### config.mk
export PLATFORM = sky130hd
export DESIGN_NAME = if_stage
export DESIGN_NICKNAME = d
export VERILOG_FILES = /design/src/rtl/mips_pkg.sv /design/src/rtl/if_hold_buf.sv /design/src/rtl/if_stage.sv
export SDC_FILE = /design/constraint.sdc
export NUM_CORES = 1
export LEC_CHECK = 0
export ABC_AREA = 0
export ABC_CLOCK_PERIOD_IN_PS = 7100
export CAP_MARGIN = 5
export CORE_AREA = 2 2 133 147
export CTS_CLUSTER_DIAMETER = 200
export DETAILED_ROUTE_END_ITERATION = 6
export DIE_AREA = 0 0 135 149
export PLACE_DENSITY = 0.81
export SLEW_MARGIN = 20
export SYNTH_ARGS = -nofsm -noshare
export SYNTH_HDL_FRONTEND = slang
export SYNTH_HIERARCHICAL = 1
export SYNTH_SLANG_ARGS = --single-unit
### constraint.sdc
create_clock -name clk -period 7.1 [get_ports clk]
set_clock_uncertainty 0.1 [all_clocks]
set_input_delay 0.71 -clock clk [delete_from_list [all_inputs] [get_ports clk]]
set_output_delay 0.71 -clock clk [all_outputs]
set_load 0.005 [all_outputs]
### src/rtl/mips_pkg.sv
// Shared MIPS pipeline definitions: fetch-stage state, PC step, reset/NOP defaults.
package mips_pkg;

  localparam int unsigned XLEN = 32;

  localparam logic [XLEN-1:0] PC_INCR              = 32'd4;
  localparam logic [XLEN-1:0] NOP_INSTR_DEFAULT    = 32'h0000_0000;
  localparam logic [XLEN-1:0] RESET_VECTOR_DEFAULT = 32'h0000_0000;
  localparam logic [XLEN-1:0] PERF_MAX             = 32'hFFFF_FFFF;

  typedef enum logic [1:0] {
    FETCH   = 2'd0,
    HOLD    = 2'd1,
    DISCARD = 2'd2
  } if_state_t;

  // One fetched instruction together with its fall-through address.
  typedef struct packed {
    logic [XLEN-1:0] instr;
    logic [XLEN-1:0] pc4;
  } if_entry_t;

  // Saturating increment for event counters.
  function automatic logic [XLEN-1:0] sat_inc(input logic [XLEN-1:0] v);
    return (v == PERF_MAX) ? v : v + XLEN'(1);
  endfunction

endpackage

### src/rtl/if_hold_buf.sv
// One-entry skid buffer holding a word that arrived while ID was stalled.
module if_hold_buf
  import mips_pkg::*;
(
  input  logic      clk,
  input  logic      reset,
  input  logic      load_i,
  input  logic      release_i,
  input  logic      invalidate_i,
  input  if_entry_t data_i,
  output logic      valid_o,
  output if_entry_t data_o
);

  logic      valid_q;
  if_entry_t data_q;

  // Invalidate wins over load; release empties the entry once ID takes it.
  always_ff @(posedge clk) begin
    if (reset) begin
      valid_q <= 1'b0;
      data_q  <= '0;
    end else if (invalidate_i) begin
      valid_q <= 1'b0;
    end else if (load_i) begin
      valid_q <= 1'b1;
      data_q  <= data_i;
    end else if (release_i) begin
      valid_q <= 1'b0;
    end
  end

  assign valid_o = valid_q;
  assign data_o  = data_q;

endmodule

### src/rtl/if_stage.sv
// Instruction-fetch stage: drives imem, fills IF/ID, and selects the next PC.
// Optional event counters are enabled by defining IF_STAGE_PERF_EN.
module if_stage
  import mips_pkg::*;
#(
  parameter logic [XLEN-1:0] RESET_VECTOR = RESET_VECTOR_DEFAULT,
  parameter logic [XLEN-1:0] NOP_INSTR    = NOP_INSTR_DEFAULT
) (
  input  logic            clk,
  input  logic            reset,
  input  logic [XLEN-1:0] pc,
  output logic [XLEN-1:0] pc_next,
  output logic            imem_req,
  output logic [XLEN-1:0] imem_addr,
  input  logic            imem_ack,
  input  logic [XLEN-1:0] imem_rdata,
  input  logic            stall,
  input  logic            redirect,
  input  logic [XLEN-1:0] redirect_target,
  output logic            ifid_valid,
  output logic [XLEN-1:0] ifid_instr,
  output logic [XLEN-1:0] ifid_pc4
`ifdef IF_STAGE_PERF_EN
  ,
  output logic [XLEN-1:0] perf_fetches,
  output logic [XLEN-1:0] perf_stall_cycles
`endif
);

  if_state_t       state_q, state_d;
  logic [XLEN-1:0] req_addr_q, req_addr_d;
  logic [XLEN-1:0] pc_plus4;
  if_entry_t       fetch_entry;

  logic            ifid_load_new;
  logic            ifid_load_buf;
  logic            ifid_flush;
  logic            buf_load;
  logic            buf_release;
  logic            buf_inval;
  logic            buf_valid;
  if_entry_t       buf_data;

  logic            ifid_valid_q;
  logic [XLEN-1:0] ifid_instr_q;
  logic [XLEN-1:0] ifid_pc4_q;

  assign pc_plus4          = pc + PC_INCR;
  assign fetch_entry.instr = imem_rdata;
  assign fetch_entry.pc4   = pc_plus4;

  // State and captured request address.
  always_ff @(posedge clk) begin
    if (reset) begin
      state_q    <= FETCH;
      req_addr_q <= '0;
    end else begin
      state_q    <= state_d;
      req_addr_q <= req_addr_d;
    end
  end

  // Next state: an un-acked request must still be drained after a redirect.
  always_comb begin
    state_d = state_q;
    case (state_q)
      FETCH: begin
        if (redirect) begin
          if (!imem_ack) state_d = DISCARD;
        end else if (imem_ack && stall) begin
          state_d = HOLD;
        end
      end
      HOLD: begin
        if (redirect || !stall) state_d = FETCH;
      end
      DISCARD: begin
        if (imem_ack) state_d = FETCH;
      end
      default: state_d = FETCH;
    endcase
  end

  // Memory request, next-PC choice, and IF/ID / buffer control strobes.
  always_comb begin
    pc_next       = pc;
    imem_req      = 1'b0;
    imem_addr     = '0;
    req_addr_d    = req_addr_q;
    ifid_load_new = 1'b0;
    ifid_load_buf = 1'b0;
    ifid_flush    = 1'b0;
    buf_load      = 1'b0;
    buf_release   = 1'b0;
    buf_inval     = 1'b0;
    if (reset) begin
      pc_next    = RESET_VECTOR;
      req_addr_d = '0;
    end else begin
      case (state_q)
        FETCH: begin
          imem_req   = 1'b1;
          imem_addr  = pc;
          req_addr_d = pc;
          if (redirect) begin
            pc_next    = redirect_target;
            ifid_flush = 1'b1;
            buf_inval  = 1'b1;
          end else if (imem_ack) begin
            pc_next = pc_plus4;
            if (stall) buf_load      = 1'b1;
            else       ifid_load_new = 1'b1;
          end
        end
        HOLD: begin
          if (redirect) begin
            pc_next    = redirect_target;
            ifid_flush = 1'b1;
            buf_inval  = 1'b1;
          end else if (!stall) begin
            ifid_load_buf = 1'b1;
            buf_release   = 1'b1;
          end
        end
        DISCARD: begin
          imem_req  = 1'b1;
          imem_addr = req_addr_q;
          if (redirect) begin
            pc_next    = redirect_target;
            ifid_flush = 1'b1;
            buf_inval  = 1'b1;
          end
        end
        default: begin
          pc_next = pc;
        end
      endcase
    end
  end

  if_hold_buf u_hold_buf (
    .clk          (clk),
    .reset        (reset),
    .load_i       (buf_load),
    .release_i    (buf_release),
    .invalidate_i (buf_inval),
    .data_i       (fetch_entry),
    .valid_o      (buf_valid),
    .data_o       (buf_data)
  );

  // IF/ID register: flush > new fetch > buffered word > bubble when ID consumes.
  always_ff @(posedge clk) begin
    if (reset) begin
      ifid_valid_q <= 1'b0;
      ifid_instr_q <= NOP_INSTR;
      ifid_pc4_q   <= '0;
    end else if (ifid_flush) begin
      ifid_valid_q <= 1'b0;
      ifid_instr_q <= NOP_INSTR;
    end else if (ifid_load_new) begin
      ifid_valid_q <= 1'b1;
      ifid_instr_q <= fetch_entry.instr;
      ifid_pc4_q   <= fetch_entry.pc4;
    end else if (ifid_load_buf) begin
      ifid_valid_q <= buf_valid;
      ifid_instr_q <= buf_data.instr;
      ifid_pc4_q   <= buf_data.pc4;
    end else if (!stall) begin
      ifid_valid_q <= 1'b0;
      ifid_instr_q <= NOP_INSTR;
    end
  end

  assign ifid_valid = ifid_valid_q;
  assign ifid_instr = ifid_instr_q;
  assign ifid_pc4   = ifid_pc4_q;

`ifdef IF_STAGE_PERF_EN
  logic [XLEN-1:0] perf_fetches_q;
  logic [XLEN-1:0] perf_stall_cycles_q;
  logic            fetch_loaded;

  assign fetch_loaded = ifid_load_new || (ifid_load_buf && buf_valid);

  // Saturating counters of delivered instructions and stalled cycles.
  always_ff @(posedge clk) begin
    if (reset) begin
      perf_fetches_q      <= '0;
      perf_stall_cycles_q <= '0;
    end else begin
      if (fetch_loaded) perf_fetches_q <= sat_inc(perf_fetches_q);
      if (stall || (state_q == HOLD)) perf_stall_cycles_q <= sat_inc(perf_stall_cycles_q);
    end
  end

  assign perf_fetches      = perf_fetches_q;
  assign perf_stall_cycles = perf_stall_cycles_q;
`endif

endmodule

==> qor.txt, run 1 <==
Gr ovfl total: 0
Num ports: 231
Hold-fix buffers, CTS: 0
Outcome: completed
HPWL Detailed: 20200 µm
TNS Setup: 0 ns
Antenna violations before repair: 0
Largest family of logic cells by synthesized area: simple AND/OR/NAND/NOR gates
Share of layout cells above drive strength 1: 9.95%
Total number of yosys warnings: 6
Power Density: 198 nW/µm²
Cell Area, Synth: 10100 µm²
Final WS setup: 2.13 ns
Die area: 20100 µm²
Pre-CTS setup slack: 2.24 ns
Mapped Nets: 1351
Critical Path RT: 6.29 ns
GR Util All Layers: 29.3%
Simple-Gate Fraction of Synth Area: 29.0%
Routed len/inst: 18.5 µm
Global route hottest layer: met2
Pins over their slew limit: 0
Nets@finish: 1481
Clock Path Buffers: 2
Adder-Cell Fraction of Synth Area: 0.745%
First-iteration detailed-routing DRC count: 934
First-pass GRT wire length: 47800 µm
Worst setup EP type: output pin
Met2 Use GR: 47.2%
Fmax: 201 MHz
Synth top area share: 32.6%
DRC viols: 0
Worst hold margin: 0.367 ns
Prevailing post-synth register cell: dfxtp_1
Clock Pin Slew Worst Setup and Hold Paths: 0.07 ns
Mux cell area share after synthesis: 3.87%
Cell taking the most area after synthesis: dfxtp_1
Top cells by area, synth: dfxtp_1, nand2_1, nand4bb_1
GR Util met3: 7.10%
Max Cap Violations: 0
Drt pass-1 iters: 6
Post-DRT Antenna Nets: 0
Sequential share of the synthesized area: 32.6%
CP startpoint kind: input pin
Post-synthesis cell count: 1244
Worst min-delay path class: flip-flop to flip-flop
Final WL: 30200 µm
Total CTS buffers: 17
Largest net degree at the start of global routing: 99
Compound-Gate Fraction of Synth Area: 23.6%
Core area: 18800 µm²
IO buf count: 230
Classification of the worst setup path: input pin to output pin
Slew margin rel.: 32.8%
CTS tree: done
Crit share post-route: 70.1%
Root Buffer: clkbuf_16
Post-CTS Setup Bufs: 0
Die height: 149 µm
Number of enable-type register cells in the synthesized netlist: 0
RSZ-0062 raised after global routing: no
CTS sink count: 164
Routed vias: 9895
DR vias/cell: 6.06
Synth cell types: 70
Finish-stage setup viols: 0
Initial core utilization: 53.5%
LEAKAGE: 4.32 nW
CTS H-tree depth: 4
# diodes: 0
Clock Latency Late Sink: 0.43 ns
# rows: 53
Met1 Use GR: 39.0%
Critical Path Fanout Max: 20
Finished Core Util: 67.8%
Vias in the first global route: 9253
Gates resized, CTS repair: 0
Mapped Avg Cell Area: 8.10 µm²
Final Critical Period: 4.97 ns
Synth Area in XOR/XNOR: 2.61%
Gpl congestion: 0.941
P&R area growth vs syn: 26.7%
Fill count: 1607
Post-synth ARST share: 0%
VDD IR max: 0.000180 V
Worst Path Arrival: 4.16 ns
Worst-Margin Slew: 1.00 ns
Die Wd: 135 µm
Final hold violations: 0
Flops & latches, synth: 164
==> cells in the final DEF, fill, tap and decap left out, types with 22 or more instances in the layout <==
cell / synthesis / final
dfxtp_1: 164 / 164
o21a_1: 22 / 22
nand3_1: 49 / 49
a31oi_1: 38 / 38
o21ai_2: 60 / 60
nand2b_1: 67 / 67
nor2_1: 49 / 47
a21oi_1: 113 / 113
nand4bb_1: 64 / 64
mux2i_1: 39 / 39
nand2_1: 201 / 200
nand4_1: 22 / 22
o21ai_0: 28 / 28
clkdlybuf4s50_1: 0 / 229
==> critical path, cell delays in order <==
cell and delay [ns]:
clkdlybuf4s50_1 1.01, clkinv_1 0.52, nor4_2 0.89, nand3b_1 0.15, a211oi_1 0.32, clkdlybuf4s50_1 0.56
==> flip-flops by register name, summed over array words and instances, names as in the netlist <==
register            cells
ifid_pc4               32
ifid_instr             32
ifid_valid              1
u_hold_buf/data_o      64
req_addr_q             32
u_hold_buf/valid_o      1
state_q                 2
==> cell type report <==
type	instances	area (µm²)	area share, %
inverters	13	48.8	0.382
clock inverters	15	190	1.49
repair buffers	246	2460	19.2
multi-input cells	932	6060	47.4
well taps	247	309	2.42
clock buffers	17	425	3.33
flip-flops and latches	164	3280	25.7
==> per-stage QoR <==
stage          cells  power (W)  cell area, µm²
6_report        1634    0.00253           12800
5_1_grt         1634    0.00263           12800
4_1_cts         1634    0.00254           12800
3_5_place_dp    1602    0.00158           12100
3_3_place_gp    1600    0.00157           12100
2_1_floorplan   1244    0.00133           10100
==> cell usage after synthesis (all sizes together), types with 2 or more instances <==
cell / instances
o32ai: 5
a22o: 3
and2: 3
clkbuf: 65
and3: 8
a32oi: 4
nor4: 10
or2: 3
o21ai: 93
ha: 6
o211a: 5
nand4bb: 64
o211ai: 4
a221oi: 8
nor2b: 5
nand2b: 67
o221a: 3
nand4: 22
xor2: 11
o21a: 22
inv: 12
a221o: 6
mux2i: 39
or4: 3
a211oi: 15
and4: 6
nor2: 49
dfxtp: 164
xnor2: 19
buf: 70
a22oi: 7
a31oi: 38
nand2: 202
a21oi: 113
nand3: 52
o2bb2ai: 5
o221ai: 4
nor3: 11
a41oi: 2
o22ai: 3
==> final timing paths <==
| path | from | to | slack, ns | cells after the start |
|---|---|---|---|---|
| max | imem_ack | pc_next[13] | 2.13 | 6 |
| min | req_addr_q[27] | req_addr_q[27] | 0.37 | 2 |
| max reg2reg | state_q[0] | u_hold_buf/data_o[61] | 2.77 | 8 |
| min reg2reg | req_addr_q[27] | req_addr_q[27] | 0.37 | 2 |
==> metal layers <==
| layer | up-vias | wire length (µm) | part of all wire [%] |
|---|---|---|---|
| li1 | 4751 | - | - |
| met3 | 65 | 3000 | 9.9 |
| met2 | 531 | 13900 | 46 |
| met5 | - | 0 | 0 |
| met1 | 4548 | 12700 | 42 |
| met4 | 0 | 660 | 2.2 |
==> cells by family (layout without fill, tap and decap cells) <==
kind of cell	Yosys count	after routing
compound gates	349	349
xor+xnor	30	30
fa+ha+maj	6	6
buf+inv	148	291
flops	164	164
mux	39	39
simple gates	508	508
==> power breakdown <==
group          leakage [nW]  total [W]  switching (W)  internal [W]
Sequential             1.33   0.000980      0.0000216      0.000958
Clock                 0.291   0.000965       0.000429      0.000536
Combinational          2.69   0.000587       0.000318      0.000269
Total                  4.32    0.00253       0.000768       0.00176
(Power assumes the default switching activity.)
==> run 2: changes to the inputs <==
--- a/config.mk
+++ b/config.mk
@@ -6,13 +6,13 @@
 export NUM_CORES = 1
 export LEC_CHECK = 0
 export ABC_AREA = 0
-export ABC_CLOCK_PERIOD_IN_PS = 7100
+export ABC_CLOCK_PERIOD_IN_PS = 4050
 export CAP_MARGIN = 5
-export CORE_AREA = 2 2 133 147
+export CORE_AREA = 2 2 145 161
 export CTS_CLUSTER_DIAMETER = 200
 export DETAILED_ROUTE_END_ITERATION = 6
-export DIE_AREA = 0 0 135 149
-export PLACE_DENSITY = 0.81
+export DIE_AREA = 0 0 147 163
+export PLACE_DENSITY = 0.72
 export SLEW_MARGIN = 20
 export SYNTH_ARGS = -nofsm -noshare
 export SYNTH_HDL_FRONTEND = slang
==> constraint.sdc (replaced) <==
create_clock -name clk -period 4.05 [get_ports clk]
set_clock_uncertainty 0.1 [all_clocks]
set_input_delay 0.405 -clock clk [delete_from_list [all_inputs] [get_ports clk]]
set_output_delay 0.405 -clock clk [all_outputs]
set_load 0.005 [all_outputs]
==> qor.txt, run 2 (same netlist as run 1, synthesis figures left out) <==
Critical Path RT: 3.54 ns
DRC viols: 0
# diodes: 0
Top Layer Used: met4
Outcome: completed
Die Wd: 147 µm
Power Density: 339 nW/µm²
Fill count: 2062
RSZ-0062 raised after global routing: no
P&R area growth vs syn: 29.8%
Largest net degree at the start of global routing: 106
CTS H-tree depth: 4
# rows: 58
Final Cell Area: 13100 µm²
Worst min-delay path class: input pin to flip-flop
IO buf count: 230
Nets@finish: 1520
Finish-stage setup viols: 0
Clock Latency Late Sink: 0.42 ns
Max FFs per register: 64
Gpl congestion: 0.913
Hold-fix buffers, CTS: 0
Final hold violations: 0
Most common cell after layout, fill and taps aside: clkdlybuf4s50_1
Post-CTS Setup Bufs: 0
DR vias/cell: 5.74
Die height: 163 µm
Gr ovfl total: 0
Core area: 22500 µm²
Placed Instance Area: 12500 µm²
First-pass GRT wire length: 51100 µm
Crit share post-route: 94.1%
Slew margin rel.: 41.4%
M1 WL: 14600 µm
Routed len/inst: 18.8 µm
Initial core utilization: 44.8%
Share of layout cells above drive strength 1: 12.3%
Root Buffer: clkbuf_16
Die area: 24000 µm²
Final WL: 32500 µm
Fmax: 262 MHz
First-iteration detailed-routing DRC count: 623
TNS Setup: 0 ns
Post-DRT Antenna Nets: 0
Met2 wire len: 15000 µm
Classification of the worst setup path: input pin to output pin
Critical Path Fanout Max: 7
GR Util All Layers: 26.3%
Antenna violations before repair: 0
Total CTS buffers: 17
Clock Pin Slew Worst Setup and Hold Paths: 0.07 ns
LEAKAGE: 4.49 nW
CTS tree: done
CTS sink count: 164
Gates resized, CTS repair: 0
Pins over their slew limit: 0
VDD IR max: 0.000290 V
Drt pass-1 iters: 5
CP startpoint kind: input pin
Num ports: 231
HPWL Detailed: 22000 µm
Wire length on met3: 2460 µm
Max Cap Violations: 0
Worst setup EP type: output pin
Worst Path Arrival: 3.31 ns
Worst-Margin Slew: 0.877 ns
Routed vias: 9904
Most frequent cells in the layout: clkdlybuf4s50_1, nand2_1, dfxtp_1, a21oi_1, nand2b_1
Clock Path Buffers: 2
Vias in the first global route: 9326
Final Critical Period: 3.81 ns
==> run 2: area by class of cell <==
cell class	instances	area (µm²)	area share, %
inverter	13	48.8	0.373
clock buffer	17	425	3.25
tap	300	375	2.87
timing repair buffer	285	2730	20.9
sequential	164	3280	25.1
clock inverter	15	163	1.24
multi-input combinational	932	6050	46.3
==> run 2: per-layer routing <==
metal / GRT usage, % / up-vias
met5: 0 / -
met4: 6.08 / 0
met3: 6.30 / 33
met2: 42.2 / 414
met1: 36.0 / 4643
li1: - / 4814
==> run 2: critical path, stage by stage <==
cell,delay [ns]
clkdlybuf4s50_1,0.67
nand4_1,0.23
nor4_4,0.60
nand3_2,0.19
or4_1,0.42
a41oi_1,0.23
clkdlybuf4s50_1,0.56
==> run 2: through the flow <==
step | power (W) | utilization (%) | hold WS, ns | cells | setup WS, ns
5_1_grt | 0.00463 | 58.1 | 0.331 | 1726 | 0.120
2_1_floorplan | 0.00234 | - | 0.337 | 1244 | 1.54
4_1_cts | 0.00445 | 58.1 | 0.306 | 1726 | 0.234
6_report | 0.00443 | 58.1 | 0.326 | 1726 | 0.238
3_3_place_gp | 0.00281 | 55.5 | 0.343 | 1694 | 0.349
3_5_place_dp | 0.00282 | 55.5 | 0.355 | 1694 | 0.308
==> run 2: final timing paths <==
| kind | slack, ns | depth (start not counted) | end | start |
|---|---|---|---|---|
| max | 0.24 | 7 | pc_next[25] | pc[8] |
| min | 0.33 | 2 | req_addr_q[18] | reset |
| max reg2reg | 1.44 | 8 | ifid_pc4[24] | state_q[1] |
| min reg2reg | 0.37 | 2 | ifid_instr[29] | ifid_instr[29] |
==> run 2: power breakdown <==
| group | total (W) | internal, W | switching [W] |
|---|---|---|---|
| Clock | 0.00163 | 0.000877 | 0.000756 |
| Sequential | 0.00172 | 0.00168 | 0.0000376 |
| Combinational | 0.00108 | 0.000503 | 0.000579 |
| Total | 0.00443 | 0.00306 | 0.00137 |
==> run 3: changes to the inputs <==
--- a/config.mk
+++ b/config.mk
@@ -8,13 +8,16 @@
 export ABC_AREA = 0
 export ABC_CLOCK_PERIOD_IN_PS = 4050
 export CAP_MARGIN = 5
-export CORE_AREA = 2 2 145 161
+export CELL_PAD_IN_SITES_DETAIL_PLACEMENT = 1
+export CELL_PAD_IN_SITES_GLOBAL_PLACEMENT = 1
+export CORE_AREA = 2 2 168 186
 export CTS_CLUSTER_DIAMETER = 200
 export DETAILED_ROUTE_END_ITERATION = 6
-export DIE_AREA = 0 0 147 163
-export PLACE_DENSITY = 0.72
+export DIE_AREA = 0 0 170 188
+export PLACE_DENSITY = 0.73
 export SLEW_MARGIN = 20
 export SYNTH_ARGS = -nofsm -noshare
 export SYNTH_HDL_FRONTEND = slang
 export SYNTH_HIERARCHICAL = 1
 export SYNTH_SLANG_ARGS = --single-unit
+export TNS_END_PERCENT = 50
==> qor.txt, run 3 (same netlist as run 1, synthesis figures left out) <==
Outcome: completed
Sw frac: 32.6%
Wire length on met3: 2080 µm
Classification of the worst setup path: flip-flop to output pin
Die Wd: 170 µm
CTS tree: done
Root Buffer: clkbuf_16
Cell count of the worst reg-to-reg path: 7
Fill count: 3589
P_int: 0.00301 W
Core area: 30200 µm²
DRC viols: 0
GR Util All Layers: 23.3%
Flop pwr share: 38.5%
Worst reg2reg setup slack: 1.26 ns
Power share of the clock group: 36.7%
Num ports: 231
Max Cap Violations: 0
M1 WL: 16900 µm
TNS Setup: 0 ns
Crit Reg-Reg Endpoint: ifid_pc4[26]
Pins over their slew limit: 0
Worst Path Arrival: 3.26 ns
Max FFs per register: 64
First-pass GRT wire length: 58800 µm
HP Start: reset
HPWL Detailed: 25300 µm
Gpl congestion: 0.887
Die area: 32000 µm²
Most frequent cells in the layout: clkdlybuf4s50_1, nand2_1, dfxtp_1, a21oi_1, nand2b_1
Worst setup EP type: output pin
Final Critical Period: 3.76 ns
RSZ-0062 raised after global routing: no
Gr ovfl total: 0
Drt pass-1 iters: 5
Share of layout cells above drive strength 1: 12.7%
CTS sink count: 164
Routed len/inst: 20.8 µm
CP startpoint kind: flip-flop
First-iteration detailed-routing DRC count: 627
Gates resized, CTS repair: 0
P&R area growth vs syn: 31.4%
Met2 wire len: 17900 µm
Final WL: 37700 µm
Comb pwr share: 24.9%
Slew margin rel.: 41.7%
DR vias/cell: 5.60
Vias in the first global route: 10300
CTS H-tree depth: 4
Switching power of the nets: 0.00145 W
Fmax: 266 MHz
Clock Pin Slew Worst Setup and Hold Paths: 0.08 ns
Clock Path Buffers: 2
Total CTS buffers: 17
Die height: 188 µm
Finished Core Util: 43.9%
Routed vias: 10100
Hold Path Sink: req_addr_q[26]
Largest net degree at the start of global routing: 96
Critical Path Fanout Max: 19
Final hold violations: 0
Critical Path RT: 3.54 ns
Worst hold margin: 0.273 ns
Worst r2r src: state_q[0]
Most common cell after layout, fill and taps aside: clkdlybuf4s50_1
Initial core utilization: 33.4%
VDD IR max: 0.000215 V
Worst-Margin Slew: 0.874 ns
# rows: 67
Post-DRT Antenna Nets: 0
Nets@finish: 1524
Antenna violations before repair: 3
Clock Latency Late Sink: 0.44 ns
Hold-fix buffers, CTS: 0
Worst min-delay path class: input pin to flip-flop
Post-CTS Setup Bufs: 0
IO buf count: 230
LEAKAGE: 4.52 nW
Hold path depth: 2
Placed Instance Area: 12600 µm²
Finish-stage setup viols: 0
Final Cell Area: 13200 µm²
Top Layer Used: met5
Crit share post-route: 92.9%
Power Density: 337 nW/µm²
# diodes: 0
-- run 3: cell type report --
cell class | count | area [µm²] | share of cell area, %
Clock inverter | 15 | 164 | 1.24
Multi-Input combinational cell | 932 | 6060 | 45.8
Inverter | 13 | 48.8 | 0.369
Sequential cell | 164 | 3280 | 24.8
Timing Repair Buffer | 289 | 2790 | 21.0
Clock buffer | 17 | 425 | 3.21
Tap cell | 379 | 474 | 3.58
-- run 3: critical path, cell delays in order, from the launching register on --
cell and delay (ns):
dfxtp_1 0.42, inv_1 0.10, ha_2 0.59, nor2_1 0.13
nor2_1 0.11, buf_4 0.26, a221o_1 0.19, a21oi_1 0.04
nor3_1 0.37, clkdlybuf4s50_1 0.60
-- run 3: per-stage QoR --
stage	total power, W	setup WS (ns)	cells
global route	0.00467	0.131	1809
floorplan	0.00234	1.54	1244
global placement	0.00284	0.480	1776
detailed placement	0.00286	0.442	1776
CTS	0.00451	0.312	1808
finish	0.00447	0.287	1809
-- run 3: power by group through the flow --
stage               clock network [W]  registers, W  logic, W
floorplan                           0       0.00175  0.000591
detailed placement                  0       0.00176   0.00110
global placement                    0       0.00175   0.00109
CTS                           0.00168       0.00172   0.00111
finish                        0.00164       0.00172   0.00111
global route                  0.00174       0.00173   0.00121
-- run 3: worst max path at each step --
stage                    start          end  slack [ns]  cells after the start
floorplan           state_q[0]  pc_next[16]        1.54                      8
global placement         pc[2]  pc_next[25]        0.48                      9
detailed placement       pc[2]  pc_next[25]        0.44                      9
CTS                 state_q[1]  pc_next[14]        0.31                      9
global route        state_q[1]  pc_next[14]        0.13                      9
finish              state_q[1]  pc_next[14]        0.29                      9
-- run 3: per-layer routing --
metal  track usage [%]  vias to the layer above
li1                  -                     4813
met1              30.2                     4961
met2              38.4                      311
met3              5.28                       41
met4              7.03                        4
met5                 0                        -
